`src/rtl/aes_pkg.sv`:
```
// Shared AES definitions: widths, GF(2^8) helpers and the iterative-stage FSM encoding.
package aes_pkg;

  localparam int STATE_W = 128;
  localparam int COL_W   = 32;
  localparam int BYTE_W  = 8;

  // Low byte of the AES field polynomial x^8 + x^4 + x^3 + x + 1 (0x11B).
  localparam logic [BYTE_W-1:0] AES_POLY = 8'h1B;

  typedef enum logic [1:0] {
    IDLE = 2'd0,
    BUSY = 2'd1,
    DONE = 2'd2
  } mc_state_e;

  // Multiply by x in GF(2^8).
  function automatic logic [BYTE_W-1:0] xtime(input logic [BYTE_W-1:0] b);
    return {b[BYTE_W-2:0], 1'b0} ^ (b[BYTE_W-1] ? AES_POLY : 8'h00);
  endfunction

  // Multiply by a 4-bit constant using chained xtime; covers 01,02,03,09,0b,0d,0e.
  function automatic logic [BYTE_W-1:0] gmul(input logic [BYTE_W-1:0] b,
                                             input logic [3:0]        k);
    logic [BYTE_W-1:0] x2;
    logic [BYTE_W-1:0] x4;
    logic [BYTE_W-1:0] x8;
    x2 = xtime(b);
    x4 = xtime(x2);
    x8 = xtime(x4);
    return (k[0] ? b  : 8'h00) ^
           (k[1] ? x2 : 8'h00) ^
           (k[2] ? x4 : 8'h00) ^
           (k[3] ? x8 : 8'h00);
  endfunction

endpackage

```
`src/rtl/mix_column_unit.sv`:
```
// Combinational single-column MixColumns / InvMixColumns transform.
module mix_column_unit
  import aes_pkg::*;
(
  input  logic [COL_W-1:0] col_i,
  input  logic             inv_i,
  output logic [COL_W-1:0] col_o
);

  logic [BYTE_W-1:0] s_s [4];
  logic [3:0]        k_s [4];

  // Apply the circulant matrix: row r uses coefficient k[j] on byte (r+j) mod 4.
  always_comb begin
    col_o = '0;
    for (int r = 0; r < 4; r++) begin
      s_s[r] = col_i[COL_W-1-BYTE_W*r -: BYTE_W];
    end
    if (inv_i) begin
      k_s[0] = 4'hE;
      k_s[1] = 4'hB;
      k_s[2] = 4'hD;
      k_s[3] = 4'h9;
    end else begin
      k_s[0] = 4'h2;
      k_s[1] = 4'h3;
      k_s[2] = 4'h1;
      k_s[3] = 4'h1;
    end
    for (int r = 0; r < 4; r++) begin
      col_o[COL_W-1-BYTE_W*r -: BYTE_W] = gmul(s_s[r],           k_s[0]) ^
                                          gmul(s_s[(r + 1) % 4], k_s[1]) ^
                                          gmul(s_s[(r + 2) % 4], k_s[2]) ^
                                          gmul(s_s[(r + 3) % 4], k_s[3]);
    end
  end

endmodule

```
`src/rtl/mix_columns_iter.sv`:
```
// Iterative MixColumns stage: transforms COLS_PER_CYCLE columns per clock (legal: 1, 2, 4)
// with valid/ready on both sides and a per-transaction bypass for the final round.
module mix_columns_iter
  import aes_pkg::*;
#(
  parameter int COLS_PER_CYCLE = 1
) (
  input  logic               clk,
  input  logic               rst,
  input  logic               in_valid,
  output logic               in_ready,
  input  logic [STATE_W-1:0] in_state,
  input  logic               in_inv,
  input  logic               in_bypass,
  output logic               out_valid,
  input  logic               out_ready,
  output logic [STATE_W-1:0] out_state
);

  // Counter step wraps to 0 for COLS_PER_CYCLE=4, which is harmless: BUSY exits after one cycle.
  localparam logic [1:0] CNT_STEP = 2'(COLS_PER_CYCLE);
  localparam logic [1:0] LAST_CNT = 2'(4 - COLS_PER_CYCLE);

  mc_state_e          state_q,     state_d;
  logic [STATE_W-1:0] work_q,      work_d;
  logic               inv_q,       inv_d;
  logic [1:0]         cnt_q,       cnt_d;
  logic               out_valid_q, out_valid_d;

  logic [COL_W-1:0]   cols_s     [4];
  logic [COL_W-1:0]   unit_in_s  [COLS_PER_CYCLE];
  logic [COL_W-1:0]   unit_out_s [COLS_PER_CYCLE];
  logic [STATE_W-1:0] work_mixed_s;

  // Split the working state into its four columns (column 0 in the MSBs).
  always_comb begin
    for (int c = 0; c < 4; c++) begin
      cols_s[c] = work_q[STATE_W-1-COL_W*c -: COL_W];
    end
  end

  for (genvar g = 0; g < COLS_PER_CYCLE; g++) begin : g_unit
    logic [1:0] col_idx_s;
    assign col_idx_s    = cnt_q + 2'(g);
    assign unit_in_s[g] = cols_s[col_idx_s];

    mix_column_unit u_mcu (
      .col_i (unit_in_s[g]),
      .inv_i (inv_q),
      .col_o (unit_out_s[g])
    );
  end

  // Write the transformed columns back in place; untouched columns keep their value.
  always_comb begin
    work_mixed_s = work_q;
    for (int c = 0; c < 4; c++) begin
      for (int g = 0; g < COLS_PER_CYCLE; g++) begin
        if (cnt_q + 2'(g) == 2'(c)) begin
          work_mixed_s[STATE_W-1-COL_W*c -: COL_W] = unit_out_s[g];
        end else begin
          work_mixed_s[STATE_W-1-COL_W*c -: COL_W] = work_mixed_s[STATE_W-1-COL_W*c -: COL_W];
        end
      end
    end
  end

  // Next-state logic: acceptance, column iteration and output handshake.
  always_comb begin
    state_d  = state_q;
    work_d   = work_q;
    inv_d    = inv_q;
    cnt_d    = cnt_q;
    in_ready = 1'b0;
    case (state_q)
      IDLE: begin
        in_ready = 1'b1;
        if (in_valid) begin
          work_d  = in_state;
          inv_d   = in_inv;
          cnt_d   = 2'd0;
          state_d = in_bypass ? DONE : BUSY;
        end else begin
          state_d = IDLE;
        end
      end
      BUSY: begin
        work_d = work_mixed_s;
        if (cnt_q == LAST_CNT) begin
          state_d = DONE;
        end else begin
          cnt_d = cnt_q + CNT_STEP;
        end
      end
      DONE: begin
        // Accepting while the result drains gives back-to-back throughput.
        in_ready = out_ready;
        if (out_ready && in_valid) begin
          work_d  = in_state;
          inv_d   = in_inv;
          cnt_d   = 2'd0;
          state_d = in_bypass ? DONE : BUSY;
        end else if (out_ready) begin
          state_d = IDLE;
        end else begin
          state_d = DONE;
        end
      end
      default: begin
        state_d = IDLE;
      end
    endcase
    out_valid_d = (state_d == DONE);
  end

  // State, working register and registered valid; reset drops any in-flight transaction.
  always_ff @(posedge clk or posedge rst) begin
    if (rst) begin
      state_q     <= IDLE;
      work_q      <= '0;
      inv_q       <= 1'b0;
      cnt_q       <= 2'd0;
      out_valid_q <= 1'b0;
    end else begin
      state_q     <= state_d;
      work_q      <= work_d;
      inv_q       <= inv_d;
      cnt_q       <= cnt_d;
      out_valid_q <= out_valid_d;
    end
  end

  assign out_valid = out_valid_q;
  assign out_state = work_q;

endmodule

```
`config.mk`:
```
export PLATFORM = sky130hd
export DESIGN_NAME = mix_columns_iter
export DESIGN_NICKNAME = d
export VERILOG_FILES = /design/src/rtl/aes_pkg.sv /design/src/rtl/mix_column_unit.sv /design/src/rtl/mix_columns_iter.sv
export SDC_FILE = /design/constraint.sdc
export NUM_CORES = 1
export LEC_CHECK = 0
export CORE_MARGIN = 4
export CORE_UTILIZATION = 45
export CTS_CLUSTER_DIAMETER = 200
export DETAILED_ROUTE_END_ITERATION = 8
export PLACE_DENSITY_LB_ADDON = 0.05
export SYNTH_ARGS = -nofsm -noshare
export SYNTH_HDL_FRONTEND = slang
export SYNTH_HIERARCHICAL = 1
export SYNTH_SLANG_ARGS = --single-unit
```
`constraint.sdc`:
```
create_clock -name clk -period 5.55 [get_ports clk]
set_input_delay 1.665 -clock clk [delete_from_list [all_inputs] [get_ports clk]]
set_output_delay 1.665 -clock clk [all_outputs]
set_load 0.01 [all_outputs]
```
==> run summary <==
Run status = finished, final reports clean
Average size of a mapped cell = 10.45 um2
Least-Margin Pin Slew = 0.9270 ns
Hold buffers post-CTS = 0
RSZ-0062 raised after global routing = no
Cell Area, Synth = 9801 um2
Chip width = 155.6 um
Core Region = 21220 um2
Via count = 7412
All-Layer GR Usage = 24.50%
Final number of hold-violating endpoints = 0
Largest net degree at the start of global routing = 99
CTS Buffer Depth = 2
Synthesis warning total = 6
Setup tns final = 0 ns
Unique masters post-synth = 37
Starting Density = 46.19%
Seq/Total Area, Yosys = 34.21%
Drt total wl = 29410 um
Post-synth top area share = 34.21%
Area grow syn2layout = 32.58%
Largest fanout on the critical path = 10
Slew headroom = 38.20%
Fin crit share = 85.06%
Htree depth = 4
Clock Pin Slew Worst Setup and Hold Paths = 0.07 ns
CP required = 3.88 ns
CTS Root Cell = clkbuf_16
Clk_lat worst skew = 0.43 ns
Fmax = 0.2118 GHz
Clock Skew = 0.01378 ns
Gr ovfl total = 0
Final core occ = 61.23%
Crit end category = primary output
Vias in the first global route = 7831
Post-Layout Cell Count = 1455
Setup violators final = 0
Area contributors post-synth = dfrtp_1 (34%), mux2i_1 (13%), xnor2_1 (13%)
Seq cells post-synth = 134
Top Ports = 264
TritonCTS clock tree = built
Post_cts resized = 0
Critical path class = primary input to primary output
Worst Reg-to-Reg Cells = 11
CTS Buf Count = 17
Drt via density = 5.094
Drc violations = 0
CTS Sinks = 134
Antenna-violating nets left = 0
Die height = 155.6 um
I/O Buffers = 263
Critical Path AT = 3.06 ns
Placer Congestion = 0.9326
Drt wl/cell = 20.21 um
Min Tclk post-route = 4.721 ns
Die area = 24200 um2
Mapped Cells = 938
Antenna violations before repair = 0
Nets = 1305
Post-DP HPWL = 21570 um
Final slew viol count = 0
Setup ws final = 0.8291 ns
Max Cap Viol = 0
Share of layout cells above drive strength 1 = 7.966%
Total setup buffers inserted after CTS = 0
Pre-CTS WS = 0.8331 ns
Rows = 53
Initial drt markers = 294
Drt pass-1 iters = 4
Hold Path Class = flip-flop to flip-flop
Synth Net Count = 1076
Crit start category = primary input
Cell accounting for the most synthesized area = dfrtp_1
First-pass GRT wire length = 45640 um
Antenna fix cells = 0
Hold Crit Depth = 2
Dpl cells = 1423
metrics by stage:
stage          hold slack [ns]  area, um2
6_report                0.5353      12990
5_1_grt                 0.5530      12990
3_3_place_gp            0.5211      12410
2_1_floorplan           0.5227       9801
3_5_place_dp            0.5268      12410
4_1_cts                 0.5375      12990
sequential cells by signal, indices dropped and copies added, names as in the netlist:
| signal | flops |
|---|---|
| cnt_q | 2 |
| out_valid | 1 |
| state_q | 2 |
| out_state | 128 |
| inv_q | 1 |
per-layer routing:
metal | vias up | global-route usage, % | routed length, um | share of wire (%)
li1 | 3529 | - | - | -
met1 | 3648 | 32.44 | 12610 | 43
met2 | 209 | 41.05 | 14480 | 49
met3 | 26 | 6.214 | 1972 | 6.7
met4 | 0 | 5.169 | 352 | 1.2
met5 | - | 0 | 0 | 0
cells in the final DEF (no fill, tap or decap), types with 2 or more instances in the layout:
cell type / count
xnor2_1: 142
inv_6: 3
inv_1: 134
nor2_1: 4
nand2b_1: 2
xnor3_1: 7
clkbuf_16: 17
bufinv_16: 2
buf_4: 11
and2_4: 2
clkbuf_1: 2
buf_12: 2
and3b_1: 32
mux4_2: 32
xor2_1: 60
o21ai_0: 2
clkinv_2: 2
ha_1: 4
dfrtp_2: 2
o22ai_4: 3
dfrtp_1: 132
a21oi_1: 131
mux2i_1: 128
xnor3_2: 2
clkinv_4: 4
clkinvlp_4: 2
nand2_1: 35
xnor2_2: 4
clkdlybuf4s50_1: 263
cells in the mapped netlist, drive strengths merged:
cell type / count
xnor2: 146
ha: 4
nand2b: 3
xnor3: 9
and2: 2
a21oi: 131
dfrtp: 134
o2bb2ai: 1
o22ai: 4
o221ai: 1
inv: 135
o21ai: 3
xor2: 62
nor2: 4
clkbuf: 16
mux4: 32
mux2: 1
and3b: 32
nor2b: 1
nand3b: 1
xor3: 1
nand2: 35
o31ai: 1
mux2i: 128
buf: 50
o32a: 1
logic make-up after synthesis:
kind of cell               Yosys count  share of synthesized area, %
xor gates and xnor gates           218                         21.50
buffers and inverters              201                         10.30
muxes                              161                         20.54
AOI/OAI and AO/OA                  142                         7.992
DFF                                134                         34.21
and+or+nand+nor                     78                         4.941
adders and majority gates            4                        0.5107
final cells by class:
type,instances,area (um2)
clock inverter,13,148.9
tap,275,344.1
fill,1858,8227
sequential,134,3356
multi-input combinational,603,5445
timing repair buffer,276,2755
clock buffer,19,432.9
inverter,135,511.7
critical path, stage by stage:
cell and delay, ns:
clkdlybuf4s50_1 0.45, nor2b_4 0.36, nor2_1 0.09, clkdlybuf4s50_1 0.49
final timing paths:
path,start,end,slack (ns)
setup / recovery,out_ready,in_ready,0.83
hold / removal,out_state[72]$_DFFE_PP0P_,out_state[72]$_DFFE_PP0P_,0.54
setup reg to reg,cnt_q[0]$_DFFE_PP0P_,out_state[61]$_DFFE_PP0P_,1.41
hold reg to reg,out_state[72]$_DFFE_PP0P_,out_state[72]$_DFFE_PP0P_,0.54
max in group asynchronous,rst,out_state[102]$_DFFE_PP0P_,2.83
min in group asynchronous,rst,out_state[50]$_DFFE_PP0P_,1.80
Power is left out: the tool's default activity adds up to more than one toggle a clock period on the data nets, which glitch-free logic cannot reach.
